**config.mk**
```make
export PLATFORM = sky130hd
export DESIGN_NAME = musb_div_seq_flat
export DESIGN_NICKNAME = d
export VERILOG_FILES = /design/src/rtl/musb_div_seq_if.sv /design/src/rtl/musb_div_seq.sv /design/src/flat_wrapper.sv
export SDC_FILE = /design/constraint.sdc
export NUM_CORES = 1
export LEC_CHECK = 0
export ABC_CLOCK_PERIOD_IN_PS = 2750
export BUFFER_PORTS_ARGS = -buffer_cell sky130_fd_sc_hd__buf_2
export CORE_MARGIN = 3
export CORE_UTILIZATION = 50
export CTS_CLUSTER_SIZE = 40
export DETAILED_ROUTE_END_ITERATION = 8
export PLACE_DENSITY = 0.73
export SLEW_MARGIN = 20
export SYNTH_ARGS = -nofsm -noshare
export SYNTH_HDL_FRONTEND = slang
export SYNTH_SLANG_ARGS = --single-unit
```
**constraint.sdc**
```tcl
create_clock -name clk -period 2.75 [get_ports clk]
set_clock_uncertainty 0.15 [all_clocks]
set_input_delay 0.275 -clock clk [delete_from_list [all_inputs] [get_ports clk]]
set_output_delay 0.275 -clock clk [all_outputs]
set_load 0.02 [all_outputs]
```
**src/rtl/musb_div_seq_if.sv**
```systemverilog
// Operand/result bundle between the MUSB execute stage and the divider.
// The master drives ops and operands; the slave returns results and status.
interface musb_div_seq_if #(
  parameter int WIDTH = 32
);
  logic             op_divs;
  logic             op_divu;
  logic             abort;
  logic [WIDTH-1:0] dividend;
  logic [WIDTH-1:0] divisor;
  logic [WIDTH-1:0] quotient;
  logic [WIDTH-1:0] remainder;
  logic             busy;
  logic             done;
  logic             div_zero;

  modport master (
    output op_divs, op_divu, abort, dividend, divisor,
    input  quotient, remainder, busy, done, div_zero
  );

  modport slave (
    input  op_divs, op_divu, abort, dividend, divisor,
    output quotient, remainder, busy, done, div_zero
  );
endinterface

```
**src/rtl/musb_div_seq.sv**
```systemverilog
// Multi-cycle restoring divider, one quotient bit per cycle, signed/unsigned.
// Define MUSB_DIV_ZERO_CHECK_EN to short-circuit zero divisors and flag them.
module musb_div_seq #(
  parameter int WIDTH = 32,
  parameter int CNT_W = $clog2(WIDTH)
) (
  input logic            clk,
  input logic            rst,
  musb_div_seq_if.slave  bus
);
  typedef enum logic [1:0] {IDLE, RUN, FIX} state_t;

  localparam logic [CNT_W-1:0] LAST = CNT_W'(WIDTH - 1);

  state_t           state;
  logic [WIDTH-1:0] work;
  logic [WIDTH-1:0] residual;
  logic [WIDTH-1:0] denom;
  logic [WIDTH-1:0] q_q;
  logic [WIDTH-1:0] r_q;
  logic [CNT_W-1:0] cnt;
  logic             neg_q;
  logic             neg_r;
  logic             busy_q;
  logic             done_q;

  logic             start;
  logic             a_neg;
  logic             b_neg;
  logic [WIDTH-1:0] mag_a;
  logic [WIDTH-1:0] mag_b;
  logic [WIDTH:0]   shifted;
  logic [WIDTH:0]   partial;

  assign start = bus.op_divs | bus.op_divu;
  assign a_neg = bus.op_divs & bus.dividend[WIDTH-1];
  assign b_neg = bus.op_divs & bus.divisor[WIDTH-1];
  assign mag_a = a_neg ? -bus.dividend : bus.dividend;
  assign mag_b = b_neg ? -bus.divisor : bus.divisor;

  // Full-width shift keeps the residual exact even for divisors >= 2^(W-1).
  assign shifted = {residual, work[WIDTH-1]};
  assign partial = shifted - {1'b0, denom};

  assign bus.quotient  = q_q;
  assign bus.remainder = r_q;
  assign bus.busy      = busy_q;
  assign bus.done      = done_q;

`ifdef MUSB_DIV_ZERO_CHECK_EN
  logic zero_flag;
  logic dz_q;
  assign bus.div_zero = dz_q;
`else
  assign bus.div_zero = 1'b0;
`endif

  always_ff @(posedge clk) begin
    if (rst) begin
      state    <= IDLE;
      work     <= '0;
      residual <= '0;
      denom    <= '0;
      q_q      <= '0;
      r_q      <= '0;
      cnt      <= '0;
      neg_q    <= 1'b0;
      neg_r    <= 1'b0;
      busy_q   <= 1'b0;
      done_q   <= 1'b0;
`ifdef MUSB_DIV_ZERO_CHECK_EN
      zero_flag <= 1'b0;
      dz_q      <= 1'b0;
`endif
    end else begin
      done_q <= 1'b0;
`ifdef MUSB_DIV_ZERO_CHECK_EN
      dz_q   <= 1'b0;
`endif
      if (bus.abort) begin
        state  <= IDLE;
        busy_q <= 1'b0;
      end else if (start) begin
        state    <= RUN;
        busy_q   <= 1'b1;
        work     <= mag_a;
        denom    <= mag_b;
        residual <= '0;
        cnt      <= '0;
        neg_q    <= a_neg ^ b_neg;
        neg_r    <= a_neg;
`ifdef MUSB_DIV_ZERO_CHECK_EN
        zero_flag <= (bus.divisor == '0);
        if (bus.divisor == '0) begin
          state    <= FIX;
          work     <= '1;
          residual <= bus.dividend;
          neg_q    <= 1'b0;
          neg_r    <= 1'b0;
        end
`endif
      end else begin
        unique case (state)
          RUN: begin
            if (!partial[WIDTH]) begin
              residual <= partial[WIDTH-1:0];
              work     <= {work[WIDTH-2:0], 1'b1};
            end else begin
              residual <= shifted[WIDTH-1:0];
              work     <= {work[WIDTH-2:0], 1'b0};
            end
            cnt <= cnt + CNT_W'(1);
            if (cnt == LAST) state <= FIX;
          end
          FIX: begin
            q_q    <= neg_q ? -work : work;
            r_q    <= neg_r ? -residual : residual;
            done_q <= 1'b1;
            busy_q <= 1'b0;
            state  <= IDLE;
`ifdef MUSB_DIV_ZERO_CHECK_EN
            dz_q   <= zero_flag;
`endif
          end
          default: state <= IDLE;
        endcase
      end
    end
  end
endmodule

```
**src/flat_wrapper.sv**
```systemverilog
// flat-port wrapper written by rule: the top's interface ports become plain ports
module musb_div_seq_flat 
#(
  parameter int WIDTH = 32,
  parameter int CNT_W = $clog2(WIDTH)
)
  (clk, rst, bus_op_divs, bus_op_divu, bus_abort, bus_dividend, bus_divisor, bus_quotient, bus_remainder, bus_busy, bus_done, bus_div_zero);
  musb_div_seq_if #(.WIDTH(WIDTH)) bus_i ();
  input logic clk;
  input logic rst;
  input wire logic [$bits(bus_i.op_divs)-1:0] bus_op_divs;
  input wire logic [$bits(bus_i.op_divu)-1:0] bus_op_divu;
  input wire logic [$bits(bus_i.abort)-1:0] bus_abort;
  input wire logic [$bits(bus_i.dividend)-1:0] bus_dividend;
  input wire logic [$bits(bus_i.divisor)-1:0] bus_divisor;
  output wire logic [$bits(bus_i.quotient)-1:0] bus_quotient;
  output wire logic [$bits(bus_i.remainder)-1:0] bus_remainder;
  output wire logic [$bits(bus_i.busy)-1:0] bus_busy;
  output wire logic [$bits(bus_i.done)-1:0] bus_done;
  output wire logic [$bits(bus_i.div_zero)-1:0] bus_div_zero;
  assign bus_i.op_divs = bus_op_divs;
  assign bus_i.op_divu = bus_op_divu;
  assign bus_i.abort = bus_abort;
  assign bus_i.dividend = bus_dividend;
  assign bus_i.divisor = bus_divisor;
  assign bus_quotient = bus_i.quotient;
  assign bus_remainder = bus_i.remainder;
  assign bus_busy = bus_i.busy;
  assign bus_done = bus_i.done;
  assign bus_div_zero = bus_i.div_zero;
  musb_div_seq #(.WIDTH(WIDTH), .CNT_W(CNT_W)) u_core (.clk(clk), .rst(rst), .bus(bus_i));
endmodule
```
# ---- Word level (Yosys, flattened, before mapping)
# Index checks and enable logic that the tools add are counted.
dict set report word_totals {
  regBits 171
  inputBits 69
  elab_cells 55
  output_inout_bits 67
}
dict set report classes {
  eq_ne 4
  mux 18
  reduce_logical 8
  bitwise_logic 7
  add_sub_neg 6
}
# op n
set ops {}
lappend ops {{2-to-1 mux 32 bit} 9}
lappend ops {{negation 32 bit} 4}
lappend ops {{subtractor 33 x 32 -> 33 bit} 1}
lappend ops {{2-to-1 mux 5 bit} 2}
lappend ops {{2-to-1 mux 1 bit} 7}
lappend ops {{adder 5 x 1 -> 5 bit (second input constant)} 1}
lappend ops {{== test 5 bit (second input constant)} 1}
lappend ops {{AND reduction 2 bit} 2}
lappend ops {{nonzero test 2 bit} 2}
lappend ops {{OR reduction 4 bit} 1}
lappend ops {{!= test 3 x 1 -> 1 bit (second input constant)} 1}
lappend ops {{NOT 1 bit} 3}
lappend ops {{AND reduction 3 bit} 1}
lappend ops {{OR reduction 3 bit} 1}
lappend ops {{bitwise AND 1 bit} 2}
lappend ops {{== test 2 x 1 -> 1 bit (second input constant)} 1}
lappend ops {{== test 2 bit (second input constant)} 1}
lappend ops {{OR reduction 2 bit} 1}
lappend ops {{OR 1 bit} 1}
lappend ops {{bitwise XOR 1 bit} 1}

# ---- Depth between registers and ports, before layout
dict set report logic_depth {
  depth_word 4
  ltp_mapped 12
  mapped_depth_nobuf 11
}

# ---- Worst setup path after synthesis
# OpenSTA, ideal clock, no wires.
dict set report synth_path {
  path_kind {register to register}
  start {register u_core.denom[13]}
  end {register u_core.residual[10]}
  required_ns 2.471
  setup_slack_ns -0.275
  period_less_slack_ns 3.025
  arrival_ns 2.747
  path_stages_with_launch 12
  setup_ns 0.129
  n_path_buf 1
  path_cell_list {dfxtp_1 > inv_1 > ha_1 > a211oi_1 > o211ai_1 > a2111oi_0 > nor4_1 > nor3_2 > xnor2_4 > buf_4 > mux2i_1 > o21ai_0}
}
dict set report synth_between {
  elab_chain_cells 4
}
# item line
set synth_lines {}
lappend synth_lines {{start, declared} musb_div_seq.sv:18} ;# logic [WIDTH-1:0] denom;
lappend synth_lines {{start signal, assigned} musb_div_seq.sv:87} ;# denom <= mag_b;
lappend synth_lines {{subtractor 33 x 32 -> 33 bit} musb_div_seq.sv:43} ;# assign partial = shifted - {1'b0, denom};
lappend synth_lines {{2-to-1 mux 32 bit} musb_div_seq.sv:105} ;# if (!partial[WIDTH]) begin
lappend synth_lines {{2-to-1 mux 32 bit} musb_div_seq.sv:103} ;# unique case (state)
lappend synth_lines {{2-to-1 mux 32 bit} musb_div_seq.sv:83} ;# end else if (start) begin
lappend synth_lines {{end signal, assigned} musb_div_seq.sv:106} ;# residual <= partial[WIDTH-1:0];
lappend synth_lines {{end signal, assigned} musb_div_seq.sv:109} ;# residual <= shifted[WIDTH-1:0];
lappend synth_lines {{end, declared} musb_div_seq.sv:17} ;# logic [WIDTH-1:0] residual;
# Every way passes these cells. The select of a mux whose other input is x is not followed.
# A chain may end at the register's enable or synchronous reset.

# ---- Worst setup path in the final report
dict set report layout_path {
  start {register u_core.denom[13]}
  end {register u_core.residual[15]}
}
# Same word-level chain as after synthesis.

==> run_results.csv <==
group,metric,value,unit
finish,drive_gt1_frac,0.284,
global_route,grt_usage,0.264,
power,p_sw,2010,uW
placement,io_buffer_count,134,
flow_run,maxCapViolCount,0,
clock_network,cts_buffers,17,
worst_setup_path,critical_path_arrival,3.19,ns
clock_network,clkSinkCount,171,
global_route,overflow,0,
drt,drtPass1Iterations,6,
sta,tightest_slew,0.671,ns
logic_synthesis,syn_inst,1363,
logic_synthesis,synth.ff_latch_count,171,
power,netSwitchingFraction,0.311,
worst_setup_path,setup.worst_path.class,"flop to flop",
finish,fillCellCount,1699,
logic_synthesis,syn-num-nets,1471,
global_route,grtUsageMet1,0.374,
logic_synthesis,synth-edff-count,0,
floorplanning,coreArea,21100,um^2
sta,fin_ws,-0.265,ns
power,power,6460,uW
worst_setup_path,cp_slowest_stage_delay,0.53,ns
logic_synthesis,async_flop_share,0,
power,power_density,455,nW/um^2
placement,gp_congestion,0.943,
drt,vias,11080,
worst_setup_path,start_kind,"flop",
global_route,antenna_found_initial,0,
drt,drt_iter0_drc,906,
worst_setup_path,end_kind,"flop",
floorplanning,initial_core_util,0.510,
sta,rsz0062_at_grt,"true",
sta,period_minus_slack,3.01,ns
logic_synthesis,postSynthAreaPerCell,7.89,um^2
drt,via_per_inst,5.81,
sta,relSlewSlack,0.552,
clock_network,cts-root-buf,"clkbuf_16",
floorplanning,die_area,23300,um^2
worst_hold_path,hp-class,"input port to flop",
power,power_frac_comb,0.215,
sta,period_share,1.10,
logic_synthesis,synth_ff_type,"dfxtp_1",
worst_setup_path,path_max_fanout,5,
drt,wire_per_inst,17.1,um
power,p_int,4450,uW
power,ir_drop,0.314,mV
finish,antenna_cells,0,
global_route,use_met3,0.0503,
sta,fmaxAchievable,0.332,GHz
sta,hold_viol,0,
run_status,status,"complete, but fails checks",
finish,nNetsFinal,1726,
drt,final_antenna_net_count,0,
floorplanning,rows,53,
sta,whs,0.00629,ns
sta,drv_slew,0,
power,leakagePower,0.00576,uW
floorplanning,die_height,153,um
finish,layout_common_cells,"buf_4 (165), dfxtp_1 (158), nor2_1 (153)",
logic_synthesis,syn_area,10800,um^2
power,clkPwrFrac,0.382,
clock_network,cts_max_level,4,
worst_setup_path,crit_required,2.92,ns
logic_synthesis,yosysUniqueCellTypes,74,
floorplanning,pin_count,136,
global_route,use_met2,0.416,
worst_setup_path,crit_path_cell_trace,"inv_2 -> ha_4 -> a211oi_4 -> o211ai_1 -> a2111oi_4 -> nor4_4 -> nor3_4 -> xnor2_4 -> buf_12 -> buf_16 -> mux2i_1 -> o21ai_1",
run_status,violations,"setup timing",
floorplanning,die_width,153,um
drt,wl,32500,um
clock_network,clk_latency,0.44,ns
worst_setup_path,slowest_stage,"a2111oi_4",
sta,finalSetupViolCount,35,
global_route,grt_pass1_vias,10255,
clock_network,clockBufferDepth,2,
sta,fin_tns_setup,-6.23,ns
logic_synthesis,yosysWarnings,0,
power,pwr-share-seq,0.403,
clock_network,cts_tree,"built",
finish,syn_to_final_growth,32.1,%
drt,drcViolationCount,0,
global_route,grt_busiest_layer,"met2",
clock_network,clkTransAtPathRegs,0.07,ns
global_route,grt_max_degree,104,
finish,final_common_cell,"buf_4",
global_route,grt_pass1_wl,51500,um
logic_synthesis,ys_seq_area_frac,0.318,
placement,dp_hpwl,22900,um
## final cells by class
type / instances / area, um^2 / area share
clock inverter: 15 / 179 / 0.0126
sequential: 171 / 3440 / 0.243
multi-input combinational: 1056 / 7430 / 0.523
tap: 275 / 344 / 0.0242
timing repair buffer: 317 / 2180 / 0.153
clock buffer: 17 / 425 / 0.0300
inverter: 55 / 206 / 0.0145
## power by group through the flow
stage          combinational [uW]  sequential [uW]  clock, uW
4_1_cts                      1300             2600       2490
6_report                     1390             2600       2470
2_1_floorplan                 788             2640          0
3_5_place_dp                 1210             2650          0
3_3_place_gp                 1190             2650          0
5_1_grt                      1510             2610       2600
## flip-flops by register name, indices dropped and copies added, names as in the netlist
signal,cells
u_core.bus.busy,1
u_core.cnt,5
u_core.neg_r,1
u_core.work,32
u_core.bus.remainder,32
u_core.denom,32
u_core.bus.done,1
u_core.neg_q,1
u_core.state,2
u_core.bus.quotient,32
u_core.residual,32
## critical path, delay by kind of cell (launching register included)
kind,cells,cell delay [ns]
AOI/OAI and AO/OA,4,1.12
adders and majority gates,1,0.22
xor gates and xnor gates,1,0.16
and+or+nand+nor,2,0.33
muxes,1,0.24
buffers and inverters,3,0.34
DFF,1,0.34
## synthesized netlist by cell type, drive strengths merged (6+ instances only)
cell type  number  area, um^2
nand2b         11        68.8
a211o           6        52.6
o211ai         12        90.1
o41ai          20         201
mux2i          28         280
xnor2          53         483
a211oi         66         500
or3            15         105
o31ai          29         236
ha             38         475
o22ai          14        87.6
and2            8        50.1
or4            11        97.6
or2             6        37.5
nor2b           7        43.8
nand4           7        43.8
a21o            7        52.6
inv            55         206
o21ai         105         526
a21oi          99         495
and3            8        50.1
nor4           17         136
buf            18        85.1
a31oi           9        56.3
clkbuf         64         240
nand3           9        45.0
xor2           92         806
a32oi          10        87.6
nor2          156         586
nor3           28         150
nand2         131         492
dfxtp         171        3420
## final timing paths
check                                                   start  depth (start not counted)                               end  slack (ns)
worst max-delay path            u_core.denom[13]$_SDFFE_PP0P_                         12  u_core.residual[15]$_SDFFE_PP0P_       -0.26
worst min register to register  u_core.denom[29]$_SDFFE_PP0P_                          2     u_core.denom[29]$_SDFFE_PP0P_        0.30
worst max register to register  u_core.denom[13]$_SDFFE_PP0P_                         12  u_core.residual[15]$_SDFFE_PP0P_       -0.26
worst min-delay path                           bus_divisor[8]                          3      u_core.denom[8]$_SDFFE_PP0P_       0.006
## layer usage
metal,routed length (um),part of all wire
met3,2380,0.073
met1,14900,0.46
met2,14600,0.45
met5,0,0
met4,646,0.020
## metrics by stage
stage / setup WS (ns) / util / instances / area [um^2]
after floorplan: -0.0579 / - / 1363 / 10800
after global placement: -0.334 / 0.607 / 1854 / 12800
after detailed placement: -0.404 / 0.607 / 1854 / 12800
after CTS: -0.0536 / 0.659 / 1901 / 13900
after global routing: -0.330 / 0.673 / 1906 / 14200
final: -0.265 / 0.673 / 1906 / 14200
## logic make-up after synthesis
logic type	after synthesis	synth area share
buf+inv	137	0.0495
other cells	1	0.000349
mux	28	0.0261
fa+ha+maj	39	0.0461
flops	171	0.318
simple gates	428	0.188
compound gates	414	0.251
xor+xnor	145	0.120
## what timing repair did
action / 4_1_cts / 5_1_grt
cloned: 2 / 1
hold buffers: 7 / 0
resized for setup: 62 / 55
pin swaps: 26 / 31
endpoints found under the hold margin: 7 / 0
setup buffers: 7 / 4
setup endpoints to repair: 42 / 48
(Power assumes the default switching activity.)
